==> src/rtl/fft_dual_port_mem.sv <==
// Two-write/two-read working memory for the 16-point FFT with registered reads,
// bit-reversed load addressing and self-clear; define FFT_MEM_FWD_EN for write-first reads.
module fft_dual_port_mem #(
    parameter int DATA_W = 32,
    parameter int ADDR_W = 4
) (
    input  logic              clk,
    input  logic              rst_n,
    input  logic              clear_req,
    output logic              busy,
    output logic              collision,
    input  logic              bitrev_en,
    input  logic [ADDR_W-1:0] write_addr_1,
    input  logic [DATA_W-1:0] write_data_1,
    input  logic              write_en_1,
    input  logic [ADDR_W-1:0] write_addr_2,
    input  logic [DATA_W-1:0] write_data_2,
    input  logic              write_en_2,
    input  logic [ADDR_W-1:0] read_addr_1,
    output logic [DATA_W-1:0] read_data_1,
    input  logic [ADDR_W-1:0] read_addr_2,
    output logic [DATA_W-1:0] read_data_2
);
    localparam int DEPTH = 1 << ADDR_W;

    typedef enum logic {CLEAR = 1'b0, IDLE = 1'b1} state_t;

    state_t            state;
    state_t            state_next;
    logic [ADDR_W-1:0] clear_cnt;
    logic [DATA_W-1:0] mem [DEPTH];
    logic [ADDR_W-1:0] eff_addr_1;
    logic              same_addr;
    logic              wr_1;
    logic              wr_2;
    logic              hit;
    logic [DATA_W-1:0] rd_next_1;
    logic [DATA_W-1:0] rd_next_2;

    function automatic logic [ADDR_W-1:0] bit_reverse(input logic [ADDR_W-1:0] a);
        logic [ADDR_W-1:0] r;
        for (int i = 0; i < ADDR_W; i++) begin
            r[i] = a[ADDR_W-1-i];
        end
        return r;
    endfunction

    always_ff @(posedge clk or negedge rst_n) begin
        if (!rst_n) begin
            state <= CLEAR;
        end else begin
            state <= state_next;
        end
    end

    always_comb begin
        state_next = state;
        case (state)
            CLEAR:   if (&clear_cnt) state_next = IDLE;
            IDLE:    if (clear_req) state_next = CLEAR;
            default: state_next = CLEAR;
        endcase
    end

    always_comb begin
        busy = (state == CLEAR);
    end

    always_ff @(posedge clk or negedge rst_n) begin
        if (!rst_n) begin
            clear_cnt <= '0;
        end else if (state == CLEAR) begin
            clear_cnt <= clear_cnt + 1'b1;
        end else if (clear_req) begin
            clear_cnt <= '0;
        end
    end

    // Port 2 wins a same-address write, so port 1 is suppressed rather than racing it.
    always_comb begin
        eff_addr_1 = bitrev_en ? bit_reverse(write_addr_1) : write_addr_1;
        same_addr  = (eff_addr_1 == write_addr_2);
        wr_2       = !busy && write_en_2;
        wr_1       = !busy && write_en_1 && !(write_en_2 && same_addr);
        hit        = !busy && write_en_1 && write_en_2 && same_addr;
    end

    always_ff @(posedge clk) begin
        if (busy) begin
            mem[clear_cnt] <= '0;
        end else begin
            if (wr_1) mem[eff_addr_1] <= write_data_1;
            if (wr_2) mem[write_addr_2] <= write_data_2;
        end
    end

    always_ff @(posedge clk or negedge rst_n) begin
        if (!rst_n) begin
            collision <= 1'b0;
        end else if (!busy) begin
            if (clear_req) begin
                collision <= 1'b0;
            end else if (hit) begin
                collision <= 1'b1;
            end
        end
    end

    always_comb begin
        rd_next_1 = mem[read_addr_1];
        rd_next_2 = mem[read_addr_2];
`ifdef FFT_MEM_FWD_EN
        if (wr_2 && write_addr_2 == read_addr_1) begin
            rd_next_1 = write_data_2;
        end else if (wr_1 && eff_addr_1 == read_addr_1) begin
            rd_next_1 = write_data_1;
        end
        if (wr_2 && write_addr_2 == read_addr_2) begin
            rd_next_2 = write_data_2;
        end else if (wr_1 && eff_addr_1 == read_addr_2) begin
            rd_next_2 = write_data_1;
        end
`endif
        if (busy) begin
            rd_next_1 = '0;
            rd_next_2 = '0;
        end
    end

    // Read output stage
    always_ff @(posedge clk or negedge rst_n) begin
        if (!rst_n) begin
            read_data_1 <= '0;
            read_data_2 <= '0;
        end else begin
            read_data_1 <= rd_next_1;
            read_data_2 <= rd_next_2;
        end
    end
endmodule

==> config.mk <==
export PLATFORM = sky130hd
export DESIGN_NAME = fft_dual_port_mem
export DESIGN_NICKNAME = d
export VERILOG_FILES = /design/src/rtl/fft_dual_port_mem.sv
export SDC_FILE = /design/constraint.sdc
export NUM_CORES = 1
export LEC_CHECK = 0
export BUFFER_PORTS_ARGS = -buffer_cell sky130_fd_sc_hd__buf_4
export CORE_UTILIZATION = 30
export DETAILED_ROUTE_END_ITERATION = 10
export PLACE_DENSITY = 0.44
export SLEW_MARGIN = 25
export SYNTH_ARGS = -nofsm -noshare
export SYNTH_HDL_FRONTEND = slang
export SYNTH_SLANG_ARGS = --single-unit
export TNS_END_PERCENT = 20
==> constraint.sdc <==
create_clock -name clk -period 4.2 [get_ports clk]
set_input_delay 1.26 -clock clk [delete_from_list [all_inputs] [get_ports clk]]
set_output_delay 1.26 -clock clk [all_outputs]
set_load 0.1 [all_outputs]
==> reports/results.ini <==
[setup_path]
cp-startpoint=write_addr_2[3]
crit_fanout=17
critical_path_required_ns=4.63
start_kind=input pin
worstPathArrival_ns=3.82
endpoint_kind=flip-flop
r2r-start=state$_DFF_PN0_
path_class=input pin to flip-flop

[timing]
slew_viol_final=0
fin_setup_tns_ns=0
hold_viol_final=0
layout_min_cycle_time_ns=3.39
worst_pin_slew_ns=0.930
fmax_ghz=0.295
finalSetupViolations=0
relSlewSlack_pct=37.8
rsz0062_at_grt=false
post-route-period-util_pct=80.8
fin_skew_ns=0.0363
setup_ws_ns=0.807

[floorplanning]
start_util_pct=30.4
die_h_microns=327
die_x_microns=327
dieArea_sq_um=107000
core_sq_um=104000
num_rows=118
io_pins=152

[cells_and_area]
drive_gt1_share_pct=28.4
area_delta_synth_final_pct=16.9
nets=2555
stdcell_count=3906
fin_util_pct=35.6

[logic_synthesis]
synthCells=2461
synth_nets=2548
ys_ff_latch=582
synthArstFlopShare_pct=12.0
synth_mux_area_share_pct=22.7
syn_area_sq_um=31700
synth_area_per_cell_sq_um=12.9
synth-compound-area-share_pct=9.41
ys_warn_count=0
yosysTopAreaCell=edfxtp_1
synth_most_common_cell=nand2_1
synth_top_family_by_area=multiplexers
ys_types=51
synth_top_cell_area_share_pct=48.5
yosys-top-cells-area=edfxtp_1 49%, mux4_2 23%, nand2_1 6.3%, dfrtp_1 5.5%, o21ai_0 4.4%
synth-seq-area-share_pct=54.0
synthFlopType=edfxtp_1
synth_xor_area_share_pct=0.0553
synth_fa_ha_area_share_pct=0.0395
synth-simple-area-share_pct=9.40
synth_edf_count=512
ys_top_cells_by_count=534 x nand2_1, 512 x edfxtp_1, 320 x mux4_2, 276 x o21ai_0, 250 x o21ai_1

[route]
viasPerCell=5.43
vias=21213
wl_per_cell_microns=27.5
drt_iter0_markers=1900
wirelength_microns=108000
antenna_left=0
drc=0
first_pass_iters=5

[clock_network]
cts.repair.resized=0
cts_setup_buffers=0
cts.sinks=582
worstSkewPairLatency_ns=0.63
cts_hold_buf=0
cts_buffer_depth=3
cts_tree=built
cts_max_level=3
clockRootBuffer=clkbuf_16
cts_buffers=71
path_clk_slew_ns=0.05

[place]
io_buffers=151
placedCellCount=3775
gp_congestion=0.767
place_ws_ns=0.158
hpwl_microns=61500

[min_path]
holdCritStartpoint=collision$_DFFE_PN0P_
hold_class=flip-flop to flip-flop

[global_route]
grt_pass1_wl_microns=155000
grt_max_degree=71
overflow=0
grt_use_total_pct=20.2
antenna_found_initial=3
grt_pass1_vias=21558

[power_and_ir_drop]
power_uw=19100
vdd_ir_drop_max_mv=0.278
powerDensity_nw_per_um2=515
static-leakage-power_uw=0.0124

[run_status]
status=completed

[flow_run]
cap_violations=0

-- state kept, by name, summed over array words and instances (netlist names) --
name	cells
clear_cnt	4
collision	1
mem	512
read_data_1	32
read_data_2	32
state	1
-- metrics by stage --
step / instance area [sq um] / hold slack (ns)
final: 37100 / 0.545
after global routing: 37100 / 0.615
after CTS: 37100 / 0.565
after detailed placement: 34700 / 0.554
after global placement: 34700 / 0.575
after floorplan: 31700 / 0.563
-- path summary, 6_finish.rpt --
kind / slack (ns) / end / cells past startpoint
max: 0.81 / mem[13][3]$_DFFE_PP_ / 8
min reg2reg: 0.55 / collision$_DFFE_PN0P_ / 2
min in group asynchronous: 0.66 / collision$_DFFE_PN0P_ / 2
max reg2reg: 1.49 / mem[13][3]$_DFFE_PP_ / 5
max in group asynchronous: 3.13 / read_data_2[16]$_DFF_PN0_ / 2
min: 0.55 / collision$_DFFE_PN0P_ / 2
-- routing by layer --
metal	track usage [%]	part of all wire, %	vias up
li1	-	-	9373
met1	26.4	41	10869
met2	34.2	50	794
met3	3.48	6.6	173
met4	5.69	2.5	4
met5	0	0.028	-
-- cell families (layout without fill, tap and decap cells) --
logic type | after synthesis | count (layout)
multiplexers | 320 | 320
adder cells (fa/ha/maj) | 1 | 1
other | 0 | 1
XOR/XNOR | 2 | 2
flip-flops | 582 | 582
buffers and inverters | 305 | 369
AND/OR/NAND/NOR | 679 | 679
AO/OA/AOI/OAI | 572 | 572
-- cells in the final DEF, fill, tap and decap left out, types with 20 or more instances in the layout --
cell type | synthesis | layout
nand2_1 | 534 | 534
edfxtp_1 | 512 | 512
mux4_2 | 320 | 320
o21ai_0 | 276 | 266
o21ai_1 | 250 | 250
buf_4 | 2 | 183
clkbuf_16 | 0 | 75
dfrtp_1 | 70 | 69
and2_1 | 64 | 64
buf_12 | 0 | 46
clkbuf_1 | 201 | 22
nand2_4 | 20 | 20
-- final cells by class --
cell class | count | area, sq um
multi-input combinational | 1574 | 13500
timing repair buffer | 233 | 2340
fill | 9939 | 67000
clock inverter | 23 | 250
sequential | 582 | 17100
tap | 1380 | 1730
clock buffer | 107 | 2100
antenna | 1 | 2.50
inverter | 6 | 22.5
-- critical path, cell delays in order --
cell and delay, ns:
buf_4 0.15, nor4bb_1 0.14, o211a_1 0.23, a311o_1 0.32, a21oi_4 0.43, buf_4 0.53, nand2_1 0.43, o21ai_0 0.31
-- where the power goes --
part           internal, uW  switching [uW]  total [uW]
combinational          1710            3210        4920
clock                  3710            2520        6220
sequential             7520             424        7940
total                 12900            6150       19100
Power figures use the tool's default switching activity.
